File: src/rtl/mem_arbiter_pkg.sv
// mem_arbiter_pkg: shared sizing, state encoding and block-offset helpers for the memory arbiter
package mem_arbiter_pkg;
  localparam int ADDR_W = 16;
  localparam int DATA_W = 16;
  localparam int BLK_WORDS = 8;
  localparam int IDX_W = $clog2(BLK_WORDS);
  function automatic int blk_mask(input int words);
    return words * 2 - 1;
  endfunction
  localparam logic [ADDR_W-1:0] OFF_MASK = ADDR_W'(blk_mask(BLK_WORDS));
  typedef enum logic [1:0] {
    IDLE    = 2'b00,
    I_FILL  = 2'b01,
    D_FILL  = 2'b10,
    D_STORE = 2'b11
  } state_t;
  typedef enum logic {
    GRANT_I = 1'b0,
    GRANT_D = 1'b1
  } grant_t;
endpackage

File: src/rtl/mem_arbiter_if.sv
// mem_arbiter_if: requester, fill-return and main-memory signals around the arbiter
interface mem_arbiter_if #(
  parameter int ADDR_W = mem_arbiter_pkg::ADDR_W,
  parameter int DATA_W = mem_arbiter_pkg::DATA_W,
  parameter int BLK_WORDS = mem_arbiter_pkg::BLK_WORDS
);
  localparam int IDX_W = $clog2(BLK_WORDS);
  logic i_req;
  logic [ADDR_W-1:0] i_addr;
  logic d_req;
  logic d_wr;
  logic [ADDR_W-1:0] d_addr;
  logic [DATA_W-1:0] d_wdata;
  logic i_fill_valid;
  logic d_fill_valid;
  logic [DATA_W-1:0] fill_data;
  logic [IDX_W-1:0] fill_idx;
  logic i_done;
  logic d_done;
  logic mem_en;
  logic mem_wr;
  logic [ADDR_W-1:0] mem_addr;
  logic [DATA_W-1:0] mem_wdata;
  logic [DATA_W-1:0] mem_rdata;
  logic mem_rvalid;
  modport slave (
    input  i_req, i_addr, d_req, d_wr, d_addr, d_wdata, mem_rdata, mem_rvalid,
    output i_fill_valid, d_fill_valid, fill_data, fill_idx, i_done, d_done,
           mem_en, mem_wr, mem_addr, mem_wdata
  );
  modport master (
    output i_req, i_addr, d_req, d_wr, d_addr, d_wdata, mem_rdata, mem_rvalid,
    input  i_fill_valid, d_fill_valid, fill_data, fill_idx, i_done, d_done,
           mem_en, mem_wr, mem_addr, mem_wdata
  );
endinterface

File: src/rtl/mem_arbiter_fill_counter.sv
// mem_arbiter_fill_counter: word issue/return counters for one block fill
module mem_arbiter_fill_counter #(
  parameter int BLK_WORDS = 8,
  localparam int IDX_W = $clog2(BLK_WORDS)
) (
  input  logic             clk,
  input  logic             rst,
  input  logic             clr,
  input  logic             issue_en,
  input  logic             ret_en,
  output logic [IDX_W-1:0] issue_cnt,
  output logic [IDX_W-1:0] ret_cnt,
  output logic             issue_done,
  output logic             ret_last
);
  always_ff @(posedge clk) begin
    if (!rst || clr) begin
      issue_cnt  <= '0;
      ret_cnt    <= '0;
      issue_done <= 1'b0;
    end else begin
      if (issue_en) begin
        issue_cnt  <= issue_cnt + 1'b1;
        issue_done <= issue_cnt == IDX_W'(BLK_WORDS - 1);
      end
      if (ret_en) ret_cnt <= ret_cnt + 1'b1;
    end
  end
  assign ret_last = ret_cnt == IDX_W'(BLK_WORDS - 1);
endmodule

File: src/rtl/mem_arbiter.sv
// mem_arbiter: shares one pipelined main-memory port between I-cache fills and D-cache fills/stores
module mem_arbiter #(
  parameter int ADDR_W = mem_arbiter_pkg::ADDR_W,
  parameter int DATA_W = mem_arbiter_pkg::DATA_W,
  parameter int BLK_WORDS = mem_arbiter_pkg::BLK_WORDS
) (
  input logic          clk,
  input logic          rst,
  mem_arbiter_if.slave bus
);
  import mem_arbiter_pkg::*;
  localparam int idx_w = $clog2(BLK_WORDS);
  localparam logic [ADDR_W-1:0] blk_off = ADDR_W'(blk_mask(BLK_WORDS));
  state_t state, state_nxt;
  grant_t last_grant;
  logic [ADDR_W-1:0] addr_q;
  logic [DATA_W-1:0] wdata_q;
  logic [idx_w-1:0] issue_cnt, ret_cnt;
  logic issue_done, ret_last, grant_d, grant_i, fill, store, issuing, ret;
  mem_arbiter_fill_counter #(.BLK_WORDS(BLK_WORDS)) u_fill_counter (
    .clk(clk),
    .rst(rst),
    .clr(!fill),
    .issue_en(issuing),
    .ret_en(ret),
    .issue_cnt(issue_cnt),
    .ret_cnt(ret_cnt),
    .issue_done(issue_done),
    .ret_last(ret_last)
  );
  // D wins a tie unless it also won the previous grant
  always_comb begin
    grant_d = bus.d_req && (!bus.i_req || last_grant == GRANT_I);
    grant_i = bus.i_req && !grant_d;
    fill = state == I_FILL || state == D_FILL;
    store = state == D_STORE;
    issuing = fill && !issue_done;
    ret = fill && bus.mem_rvalid;
    state_nxt = state;
    if (state == IDLE) state_nxt = grant_d ? (bus.d_wr ? D_STORE : D_FILL) : grant_i ? I_FILL : IDLE;
    else if (store || (ret && ret_last)) state_nxt = IDLE;
  end
  always_comb begin
    bus.mem_en = issuing || store;
    bus.mem_wr = store;
    bus.mem_addr = store ? {addr_q[ADDR_W-1:1], 1'b0}
                 : issuing ? (addr_q & ~blk_off) | (ADDR_W'(issue_cnt) << 1) : '0;
    bus.mem_wdata = store ? wdata_q : '0;
    bus.i_fill_valid = ret && state == I_FILL;
    bus.d_fill_valid = ret && state == D_FILL;
    bus.fill_data = ret ? bus.mem_rdata : '0;
    bus.fill_idx = ret ? ret_cnt : '0;
    bus.i_done = ret && state == I_FILL && ret_last;
    bus.d_done = store || (ret && state == D_FILL && ret_last);
  end
  always_ff @(posedge clk) begin
    if (!rst) begin
      state      <= IDLE;
      last_grant <= GRANT_I;
      addr_q     <= '0;
      wdata_q    <= '0;
    end else begin
      state <= state_nxt;
      if (state == IDLE && grant_d) begin
        last_grant <= GRANT_D;
        addr_q     <= bus.d_addr;
        wdata_q    <= bus.d_wdata;
      end else if (state == IDLE && grant_i) begin
        last_grant <= GRANT_I;
        addr_q     <= bus.i_addr;
      end
    end
  end
endmodule

File: src/flat_wrapper.sv
// flat-port wrapper written by rule: the top's interface ports become plain ports
module mem_arbiter_flat import mem_arbiter_pkg::*;
#(
  parameter int ADDR_W = mem_arbiter_pkg::ADDR_W,
  parameter int DATA_W = mem_arbiter_pkg::DATA_W,
  parameter int BLK_WORDS = mem_arbiter_pkg::BLK_WORDS
)
  (clk, rst, bus_i_req, bus_i_addr, bus_d_req, bus_d_wr, bus_d_addr, bus_d_wdata, bus_mem_rdata, bus_mem_rvalid, bus_i_fill_valid, bus_d_fill_valid, bus_fill_data, bus_fill_idx, bus_i_done, bus_d_done, bus_mem_en, bus_mem_wr, bus_mem_addr, bus_mem_wdata);
  mem_arbiter_if #(.ADDR_W(ADDR_W), .DATA_W(DATA_W), .BLK_WORDS(BLK_WORDS)) bus_i ();
  input logic clk;
  input logic rst;
  input wire logic [$bits(bus_i.i_req)-1:0] bus_i_req;
  input wire logic [$bits(bus_i.i_addr)-1:0] bus_i_addr;
  input wire logic [$bits(bus_i.d_req)-1:0] bus_d_req;
  input wire logic [$bits(bus_i.d_wr)-1:0] bus_d_wr;
  input wire logic [$bits(bus_i.d_addr)-1:0] bus_d_addr;
  input wire logic [$bits(bus_i.d_wdata)-1:0] bus_d_wdata;
  input wire logic [$bits(bus_i.mem_rdata)-1:0] bus_mem_rdata;
  input wire logic [$bits(bus_i.mem_rvalid)-1:0] bus_mem_rvalid;
  output wire logic [$bits(bus_i.i_fill_valid)-1:0] bus_i_fill_valid;
  output wire logic [$bits(bus_i.d_fill_valid)-1:0] bus_d_fill_valid;
  output wire logic [$bits(bus_i.fill_data)-1:0] bus_fill_data;
  output wire logic [$bits(bus_i.fill_idx)-1:0] bus_fill_idx;
  output wire logic [$bits(bus_i.i_done)-1:0] bus_i_done;
  output wire logic [$bits(bus_i.d_done)-1:0] bus_d_done;
  output wire logic [$bits(bus_i.mem_en)-1:0] bus_mem_en;
  output wire logic [$bits(bus_i.mem_wr)-1:0] bus_mem_wr;
  output wire logic [$bits(bus_i.mem_addr)-1:0] bus_mem_addr;
  output wire logic [$bits(bus_i.mem_wdata)-1:0] bus_mem_wdata;
  assign bus_i.i_req = bus_i_req;
  assign bus_i.i_addr = bus_i_addr;
  assign bus_i.d_req = bus_d_req;
  assign bus_i.d_wr = bus_d_wr;
  assign bus_i.d_addr = bus_d_addr;
  assign bus_i.d_wdata = bus_d_wdata;
  assign bus_i.mem_rdata = bus_mem_rdata;
  assign bus_i.mem_rvalid = bus_mem_rvalid;
  assign bus_i_fill_valid = bus_i.i_fill_valid;
  assign bus_d_fill_valid = bus_i.d_fill_valid;
  assign bus_fill_data = bus_i.fill_data;
  assign bus_fill_idx = bus_i.fill_idx;
  assign bus_i_done = bus_i.i_done;
  assign bus_d_done = bus_i.d_done;
  assign bus_mem_en = bus_i.mem_en;
  assign bus_mem_wr = bus_i.mem_wr;
  assign bus_mem_addr = bus_i.mem_addr;
  assign bus_mem_wdata = bus_i.mem_wdata;
  mem_arbiter #(.ADDR_W(ADDR_W), .DATA_W(DATA_W), .BLK_WORDS(BLK_WORDS)) u_core (.clk(clk), .rst(rst), .bus(bus_i));
endmodule
File: config.mk
export PLATFORM = sky130hd
export DESIGN_NAME = mem_arbiter_flat
export DESIGN_NICKNAME = d
export VERILOG_FILES = /design/src/rtl/mem_arbiter_pkg.sv /design/src/rtl/mem_arbiter_if.sv /design/src/rtl/mem_arbiter_fill_counter.sv /design/src/rtl/mem_arbiter.sv /design/src/flat_wrapper.sv
export SDC_FILE = /design/constraint.sdc
export NUM_CORES = 1
export LEC_CHECK = 0
export ABC_CLOCK_PERIOD_IN_PS = 2600
export CORE_MARGIN = 2
export CORE_UTILIZATION = 41
export CTS_CLUSTER_SIZE = 16
export DETAILED_ROUTE_END_ITERATION = 6
export PLACE_DENSITY_LB_ADDON = 0.2
export SETUP_SLACK_MARGIN = 0.05
export SYNTH_ARGS = -nofsm -noshare
export SYNTH_HDL_FRONTEND = slang
export SYNTH_SLANG_ARGS = --single-unit
File: constraint.sdc
create_clock -name clk -period 2.6 [get_ports clk]
set_input_delay 0.52 -clock clk [delete_from_list [all_inputs] [get_ports clk]]
set_output_delay 0.52 -clock clk [all_outputs]
set_load 0.01 [all_outputs]
==> impl_metrics.ini, run 1 <==
[logic_synthesis]
syn_nets = 357
synthCells = 279
ys_async_sr_fraction = 0
ys_types = 31
synth_top_area_cell = dfxtp_1
syn_area_sq_um = 2240
yosys_warnings = 0
synth_top_area_share = 0.367
yosysSeqAreaShare = 0.367
synth_seq_cells = 41
synthTopCellsByArea = dfxtp_1 37%, nand2_1 6.5%, or3b_1 6.3%, and3_1 6.2%, and2_1 5.3%
synth_ff_type = dfxtp_1
synth_area_per_cell_sq_um = 8.02
synth_edf_count = 0

[critical_path]
endpoint_kind = output pin
arrival_ps = 1950
required_ps = 2080
startpoint = u_core.state[0]$_SDFFE_PN0P_
crit_fanout = 11
crit_type = reg -> out
r2r_setup_slack_ps = 850
reg2reg_from = u_core.state[0]$_SDFFE_PN0P_
start_kind = register

[clock_tree]
root_buffer = clkbuf_8
clock_latency_ps = 280
post_cts_buffers = 0
cts_tree = done
clockBufferDepth = 2
htree_levels = 2
path_clk_slew_ps = 70
cts_buffers = 5
numClockSinks = 41

[drt]
wire_per_inst_microns = 13.7
drtIter0Drc = 81
drt-total-wl_microns = 6390
via_per_inst = 5.05
wl_met3_microns = 370
met2_length_microns = 3270
highest_layer = met4
route.detailed.drc = 0
wl_met1_microns = 2730
vias = 2351
antenna_left = 0
firstDrtPassIters = 4

[place]
finalWeightedCongestion = 0.760
dp_slack_ps = 60.6
place_inst = 457
dp_hpwl_microns = 4500
io_buffers = 123

[die]
die_w_microns = 77.9
initial_core_util = 0.433
coreArea_sq_um = 5170
rows = 26
die_height_microns = 77.9
io_pins = 127
die-area_sq_um = 6060

[pwr]
power_w = 0.00170
pwr_density_cell_nw_per_um2 = 468
switching_power_w = 0.000508
pwr-share-seq = 0.428
p_int_w = 0.00119
comb_power_share = 0.340
leakage_nw = 1.55
ir_worst_vdd_mv = 0.283
pwr-share-clk = 0.231
switching_share = 0.299

[run]
maxCapViolations = 0

[hold_path]
min-delay-start = u_core.addr_q[10]$_SDFFE_PN0P_
min_path_type = reg -> reg

[timing]
timing.final.crit_share = 0.951
timing.final.crit_period_ps = 2470
worst_slack_ps = 129
final_hold_viol_count = 0
grt_setup_unrepaired = no
drv_slew = 0
max_freq_mhz = 405
skew_ps = 4.44
slew_headroom = 0.603
setup_violations = 0
totalNegativeSetupSlack_ps = 0
timing.hold.ws_ps = 467
tightest_slew_ps = 595

[finish]
drive_gt1_frac = 0.0606
final_cells = 466
diodes = 0
area_growth_syn_to_layout_pct = 62.2
nets = 473

[global_routing]
gr-total-overflow = 0
grt_max_degree = 43
grt_pass1_wl_microns = 10100
track_usage = 0.204
antenna_found_initial = 0
grt_pass1_vias = 2269

[run_status]
status = finished clean
==> routing by layer <==
layer  global-route usage  vias to the layer above
met5                    0                        -
met4               0.0482                        0
met3               0.0488                        2
met2                0.369                       58
met1                0.241                     1091
li1                     -                     1200
==> Yosys cell counts, types with 5 or more instances <==
cell,instances
a31oi_1,15
ha_1,8
nor2b_1,13
a21oi_1,17
dfxtp_1,41
o31ai_1,15
and2_1,19
o21ai_1,5
nor2_1,9
or3b_1,16
clkbuf_1,15
buf_2,8
and3_1,22
o21ai_0,14
nand2_1,39
==> state kept, by name, indices dropped and copies added (netlist names) <==
| name | flops |
|---|---|
| u_core.u_fill_counter.ret_cnt | 3 |
| u_core.u_fill_counter.issue_done | 1 |
| u_core.state | 2 |
| u_core.u_fill_counter.issue_cnt | 3 |
| u_core.wdata_q | 16 |
| u_core.last_grant | 1 |
| u_core.addr_q | 15 |
==> cells in the final DEF (no fill, tap or decap), drive strengths merged, types with 4 or more instances in the layout <==
| cell | synthesis | layout |
|---|---|---|
| a21oi | 17 | 17 |
| a31oi | 15 | 15 |
| and2 | 19 | 19 |
| and3 | 22 | 22 |
| buf | 12 | 12 |
| clkbuf | 15 | 9 |
| clkdlybuf4s50 | 0 | 105 |
| dfxtp | 41 | 41 |
| dlygate4sd2 | 0 | 15 |
| ha | 8 | 8 |
| mux2i | 4 | 4 |
| nand2 | 40 | 40 |
| nor2 | 9 | 9 |
| nor2b | 13 | 13 |
| o21ai | 19 | 19 |
| o31ai | 15 | 15 |
| or3b | 16 | 16 |
==> kinds of logic (layout without fill, tap and decap cells) <==
kind of cell | Yosys count | after routing | share of synthesized area
buf+inv | 31 | 148 | 0.0665
fa+ha+maj | 8 | 8 | 0.0447
xor+xnor | 2 | 2 | 0.00783
flops | 41 | 41 | 0.367
other cells | 1 | 1 | 0.00168
simple gates | 122 | 122 | 0.305
compound gates | 70 | 70 | 0.189
mux | 4 | 4 | 0.0179
==> layout make-up <==
type                    instances  area, sq um
inverters                       4         15.0
clock buffers                   8         80.1
well taps                      70         87.6
flip-flops and latches         41          823
multi-input cells             207         1280
repair buffers                136         1340
fillers                       443         1540
==> timing repair <==
item | 4_1_cts | 5_1_grt
hold buffers | 0 | 0
gates resized for setup | 18 | 8
gates cloned | 0 | 1
endpoints found under the setup margin | 20 | 18
==> critical path, cell delays in order, from the launching register on <==
cell             delay (ps)
dfxtp_2                 370
inv_1                   100
ha_4                    300
clkbuf_4                200
and3_1                  170
clkdlybuf4s50_1         540
==> power groups by stage <==
stage          Sequential, W  Combinational (W)  Clock, W
4_1_cts             0.000726           0.000559  0.000405
2_1_floorplan       0.000731           0.000305         0
3_5_place_dp        0.000740           0.000567         0
5_1_grt             0.000737           0.000634  0.000435
6_report            0.000727           0.000578  0.000393
3_3_place_gp        0.000737           0.000559         0
==> through the flow <==
stage / cell area [sq um] / util
floorplan: 2240 / -
global placement: 3520 / 0.681
detailed placement: 3520 / 0.681
CTS: 3590 / 0.694
global route: 3630 / 0.702
finish: 3630 / 0.702
==> path summary, 6_finish.rpt <==
| check | endpoint | cells after the start |
|---|---|---|
| setup / recovery | bus_fill_idx[2] | 5 |
| hold / removal | u_core.addr_q[10]$_SDFFE_PN0P_ | 2 |
| setup reg to reg | u_core.addr_q[7]$_SDFFE_PN0P_ | 6 |
| hold reg to reg | u_core.addr_q[10]$_SDFFE_PN0P_ | 2 |
Power figures use the tool's default switching activity.
==> inputs of run 2 (changes only) <==
PLACE_DENSITY = 0.84   (was not set)
PLACE_DENSITY_LB_ADDON = not set   (was 0.2)
==> impl_metrics.ini, run 2 (synthesized netlist as in run 1, its figures left out) <==
[critical_path]
crit_fanout = 13
crit_chain = inv_1 -> ha_4 -> nor2b_4 -> nor2_4 -> inv_1 -> clkdlybuf4s50_1
start_kind = register
crit_type = reg -> out
endpoint_kind = output pin
cp_common_cell = inv_1
critPathSlowestCell = clkdlybuf4s50_1
required_ps = 2080
arrival_ps = 1950
slowest_delay_ps = 500

[global_routing]
gr-total-overflow = 0
grt_max_degree = 48
grt_pass1_wl_microns = 10800
antenna_found_initial = 0
grt_pass1_vias = 2344
track_usage = 0.219

[clock_tree]
path_clk_slew_ps = 80
clockBufferDepth = 2
numClockSinks = 41
clock_latency_ps = 290
root_buffer = clkbuf_8
htree_levels = 2
cts_buffers = 5
post_cts_buffers = 0
cts_tree = done
cts.hold.buffers_added = 0

[drt]
route.detailed.drc = 0
drt-total-wl_microns = 6960
antenna_left = 0
firstDrtPassIters = 4
vias = 2391
via_per_inst = 5.12
wire_per_inst_microns = 14.9
drtIter0Drc = 100

[finish]
drive_gt1_frac = 0.0655
largest_reg_flops = 16
final_cells = 467
layout_commonest_cell = clkdlybuf4s50_1
multi_input_area_sq_um = 1290
top_register = u_core.wdata_q
area_growth_syn_to_layout_pct = 65.4
nets = 474
nFillCells = 405
regArea_sq_um = 821
diodes = 0
layout_common_cells = 114 x clkdlybuf4s50_1, 41 x dfxtp_1, 39 x nand2_1, 22 x and3_1, 19 x and2_1
reg.largest.list = u_core.wdata_q x16, u_core.addr_q x15

[pwr]
power_w = 0.00180
leakage_nw = 1.61
p_int_w = 0.00126
pwr-share-clk = 0.255
pwr_density_cell_nw_per_um2 = 487
switching_share = 0.298
pwr-share-seq = 0.403
comb_power_share = 0.342
switching_power_w = 0.000536
ir_worst_vdd_mv = 0.316

[die]
die_height_microns = 77.9
coreArea_sq_um = 5170
rows = 26
die-area_sq_um = 6060
initial_core_util = 0.433
io_pins = 127
die_w_microns = 77.9

[run_status]
status = finished clean

[place]
place_inst = 458
finalWeightedCongestion = 0.814
dp_slack_ps = -23.8
io_buffers = 123
dp_hpwl_microns = 4790

[timing]
skew_ps = 5.34
timing.final.crit_share = 0.950
worst_slack_ps = 129
timing.final.crit_period_ps = 2470
setup_violations = 0
slew_headroom = 0.586
drv_slew = 0
totalNegativeSetupSlack_ps = 0
tightest_slew_ps = 621
final_hold_viol_count = 0
grt_setup_unrepaired = yes
max_freq_mhz = 405

[hold_path]
min_path_type = reg -> reg

[run]
maxCapViolations = 0
==> run 2: power by group through the flow <==
stage | sequential [W] | combinational (W) | clock [W]
after floorplan | 0.000731 | 0.000305 | 0
after CTS | 0.000726 | 0.000572 | 0.000469
after global routing | 0.000733 | 0.000665 | 0.000497
final | 0.000726 | 0.000616 | 0.000459
after global placement | 0.000738 | 0.000550 | 0
after detailed placement | 0.000740 | 0.000564 | 0
==> run 2: final cells by class <==
class / count / area share
clock buffers: 7 / 0.0260
clock inverters: 1 / 0.00135
inverters: 4 / 0.00406
multi-input cells: 207 / 0.350
flip-flops and latches: 41 / 0.222
well taps: 70 / 0.0237
repair buffers: 137 / 0.373
==> run 2: layer usage <==
metal / part of all wire / track usage / vias to the layer above
met5: 0 / 0 / -
met2: 0.51 / 0.383 / 74
met4: 0.029 / 0.0911 / 0
met1: 0.43 / 0.261 / 1097
met3: 0.038 / 0.0442 / 16
li1: - / - / 1204
==> run 2: stage by stage <==
step	util	hold WS (ps)	instance area, sq um
floorplan	-	440	2240
global placement	0.680	449	3520
detailed placement	0.680	459	3520
CTS	0.702	473	3630
global route	0.715	493	3700
finish	0.715	470	3700
==> run 2: worst max-delay path: cells and delay by family, from the launching register on <==
kind | cells | cell delay (ps)
AND/OR/NAND/NOR | 2 | 410
flip-flops | 1 | 330
buffers and inverters | 3 | 660
adder cells (fa/ha/maj) | 1 | 270
==> run 2: repair_timing <==
item | in CTS | in global routing
resized for setup | 5 | 13
cloned | 0 | 1
endpoints found under the setup margin | 16 | 29
==> run 2: path summary, 6_finish.rpt <==
check / depth (start not counted) / startpoint / slack, ps / end
max reg2reg: 5 / u_core.state[1]$_SDFFE_PN0P_ / 1020 / u_core.state[1]$_SDFFE_PN0P_
max: 6 / u_core.state[0]$_SDFFE_PN0P_ / 130 / bus_mem_en
min reg2reg: 2 / u_core.last_grant$_SDFFE_PN0P_ / 470 / u_core.last_grant$_SDFFE_PN0P_
min: 2 / u_core.last_grant$_SDFFE_PN0P_ / 470 / u_core.last_grant$_SDFFE_PN0P_
==> inputs of run 3 (changes only) <==
CAP_MARGIN = 20   (was not set)
CORE_UTILIZATION = 42   (was 41)
PLACE_DENSITY = 0.86   (was 0.84)
SYNTH_HIERARCHICAL = 1   (was not set)
==> impl_metrics.ini, run 3 <==
[run_status]
status = finished clean

[finish]
reg.largest.list = u_core/wdata_q x16, u_core/addr_q x15
regArea_sq_um = 823
nFillCells = 460
nets = 476
largest_reg_flops = 16
layout_common_cells = 104 x clkdlybuf4s50_1, 39 x dfxtp_1, 38 x nand2_1, 21 x and3_1, 20 x and2_1
diodes = 0
area_growth_syn_to_layout_pct = 62.4
drive_gt1_frac = 0.0777
multi_input_area_sq_um = 1310
layout_commonest_cell = clkdlybuf4s50_1
top_register = u_core/wdata_q

[timing]
final_hold_viol_count = 0
slew_headroom = 0.586
grt_setup_unrepaired = no
timing.final.crit_share = 0.941
totalNegativeSetupSlack_ps = 0
drv_slew = 0
setup_violations = 0
worst_slack_ps = 153
skew_ps = 10.9
timing.final.crit_period_ps = 2450
max_freq_mhz = 409
tightest_slew_ps = 605

[run]
maxCapViolations = 0

[logic_synthesis]
syn_nets = 358
yosys_warnings = 6
synth_top_area_cell = dfxtp_1
synth_common_cells = 41 x dfxtp_1, 38 x nand2_1, 21 x and3_1
ys_async_sr_fraction = 0
synth_edf_count = 0
synth_ff_type = dfxtp_1
synth_top_area_share = 0.363
synthMostInstantiatedCell = dfxtp_1
yosysSeqAreaShare = 0.363
ys_types = 32
synth_seq_cells = 41
synthCells = 280
synth_area_per_cell_sq_um = 8.07
synthTopCellsByArea = dfxtp_1 36%, nand2_1 6.3%, or3b_1 6.2%, and3_1 5.8%, and2_1 5.5%
syn_area_sq_um = 2260

[place]
dp_slack_ps = 22.0
io_buffers = 123
dp_hpwl_microns = 4920
finalWeightedCongestion = 0.744

[pwr]
leakage_nw = 1.58
pwr_density_cell_nw_per_um2 = 486
ir_worst_vdd_mv = 0.318

[global_routing]
grt_pass1_vias = 2334
grt_pass1_wl_microns = 11000
grt_max_degree = 48
track_usage = 0.224
gr-total-overflow = 0
antenna_found_initial = 0

[critical_path]
startpoint = u_core/state[0]$_SDFFE_PN0P_
reg2reg_to = u_core/state[1]$_SDFFE_PN0P_
reg2reg_from = u_core/state[0]$_SDFFE_PN0P_
arrival_ps = 1930
crit_fanout = 10
r2r.worst_path.cells = 6
endpoint_kind = output pin
r2r_setup_slack_ps = 630
required_ps = 2080
start_kind = register
crit_type = reg -> out

[drt]
firstDrtPassIters = 4
route.detailed.drc = 0
drtIter0Drc = 123
via_per_inst = 5.14
antenna_left = 0
vias = 2413
wire_per_inst_microns = 14.8
drt-total-wl_microns = 6930

[clock_tree]
cts.hold.buffers_added = 0
numClockSinks = 41
path_clk_slew_ps = 70
root_buffer = clkbuf_8
clockBufferDepth = 2
cts_tree = done
clock_latency_ps = 290
htree_levels = 2
cts_buffers = 5

[die]
die-area_sq_um = 5980
die_height_microns = 77.3
rows = 26
coreArea_sq_um = 5140
io_pins = 127
initial_core_util = 0.439
die_w_microns = 77.3

[hold_path]
min_path_type = reg -> reg
hold_depth = 2
min-delay-start = u_core/last_grant$_SDFFE_PN0P_
whs_endpoint = u_core/last_grant$_SDFFE_PN0P_
-- run 3: cell families (layout without fill, tap and decap cells) --
logic type               after synthesis  after routing  synth area share
adder cells (fa/ha/maj)                8              8            0.0443
flip-flops                            41             41             0.363
other                                  1              1           0.00166
AO/OA/AOI/OAI                         71             71             0.191
buffers and inverters                 32            151            0.0681
AND/OR/NAND/NOR                      120            120             0.301
XOR/XNOR                               2              2           0.00776
multiplexers                           5              5            0.0222
-- run 3: worst max-delay path by stage --
stage	slack, ps	to
final	150	bus_mem_wdata[13]
after detailed placement	20	bus_fill_data[0]
after global routing	70	bus_mem_wdata[13]
after CTS	50	bus_mem_addr[10]
after global placement	80	bus_fill_data[0]
after floorplan	500	bus_mem_addr[10]
-- run 3: routing by layer --
metal / global-route usage / vias to the layer above / share of wire
met2: 0.399 / 96 / 0.48
met4: 0.0446 / 0 / 0.0071
met5: 0 / - / 0
met1: 0.262 / 1104 / 0.42
met3: 0.0744 / 7 / 0.089
li1: - / 1206 / -
-- run 3: what timing repair did --
item | CTS | global route
setup endpoints to repair | 20 | 29
resized for setup | 21 | 9
cloned | 0 | 1
hold endpoints to repair | 0 | 0
buffers inserted | 1 | 1
-- run 3: through the flow --
stage	utilization	area (sq um)	hold WS, ps	power (W)	instances
CTS	0.706	3630	461	0.00177	467
detailed placement	0.687	3530	451	0.00132	458
global placement	0.687	3530	450	0.00130	458
floorplan	-	2260	440	0.00105	280
finish	0.713	3670	461	0.00178	469
global route	0.713	3670	474	0.00188	469
-- run 3: critical path, cell delays in order, from the launching register on --
cell and delay [ps]:
dfxtp_2 370, ha_1 360, buf_4 230, and2_1 150, clkdlybuf4s50_1 530
-- run 3: power breakdown --
group          total [W]  switching, W  internal (W)  leakage, nW
sequential      0.000723     0.0000306      0.000693        0.338
clock           0.000452      0.000212      0.000240       0.0542
combinational   0.000608      0.000290      0.000318         1.19
total            0.00178      0.000533       0.00125         1.58
-- run 3: layout make-up --
cell class / count / share of cell area
Inverter: 5 / 0.00512
Tap cell: 70 / 0.0239
Timing Repair Buffer: 138 / 0.363
Multi-Input combinational cell: 207 / 0.356
Sequential cell: 41 / 0.224
Clock inverter: 1 / 0.00136
Clock buffer: 7 / 0.0263
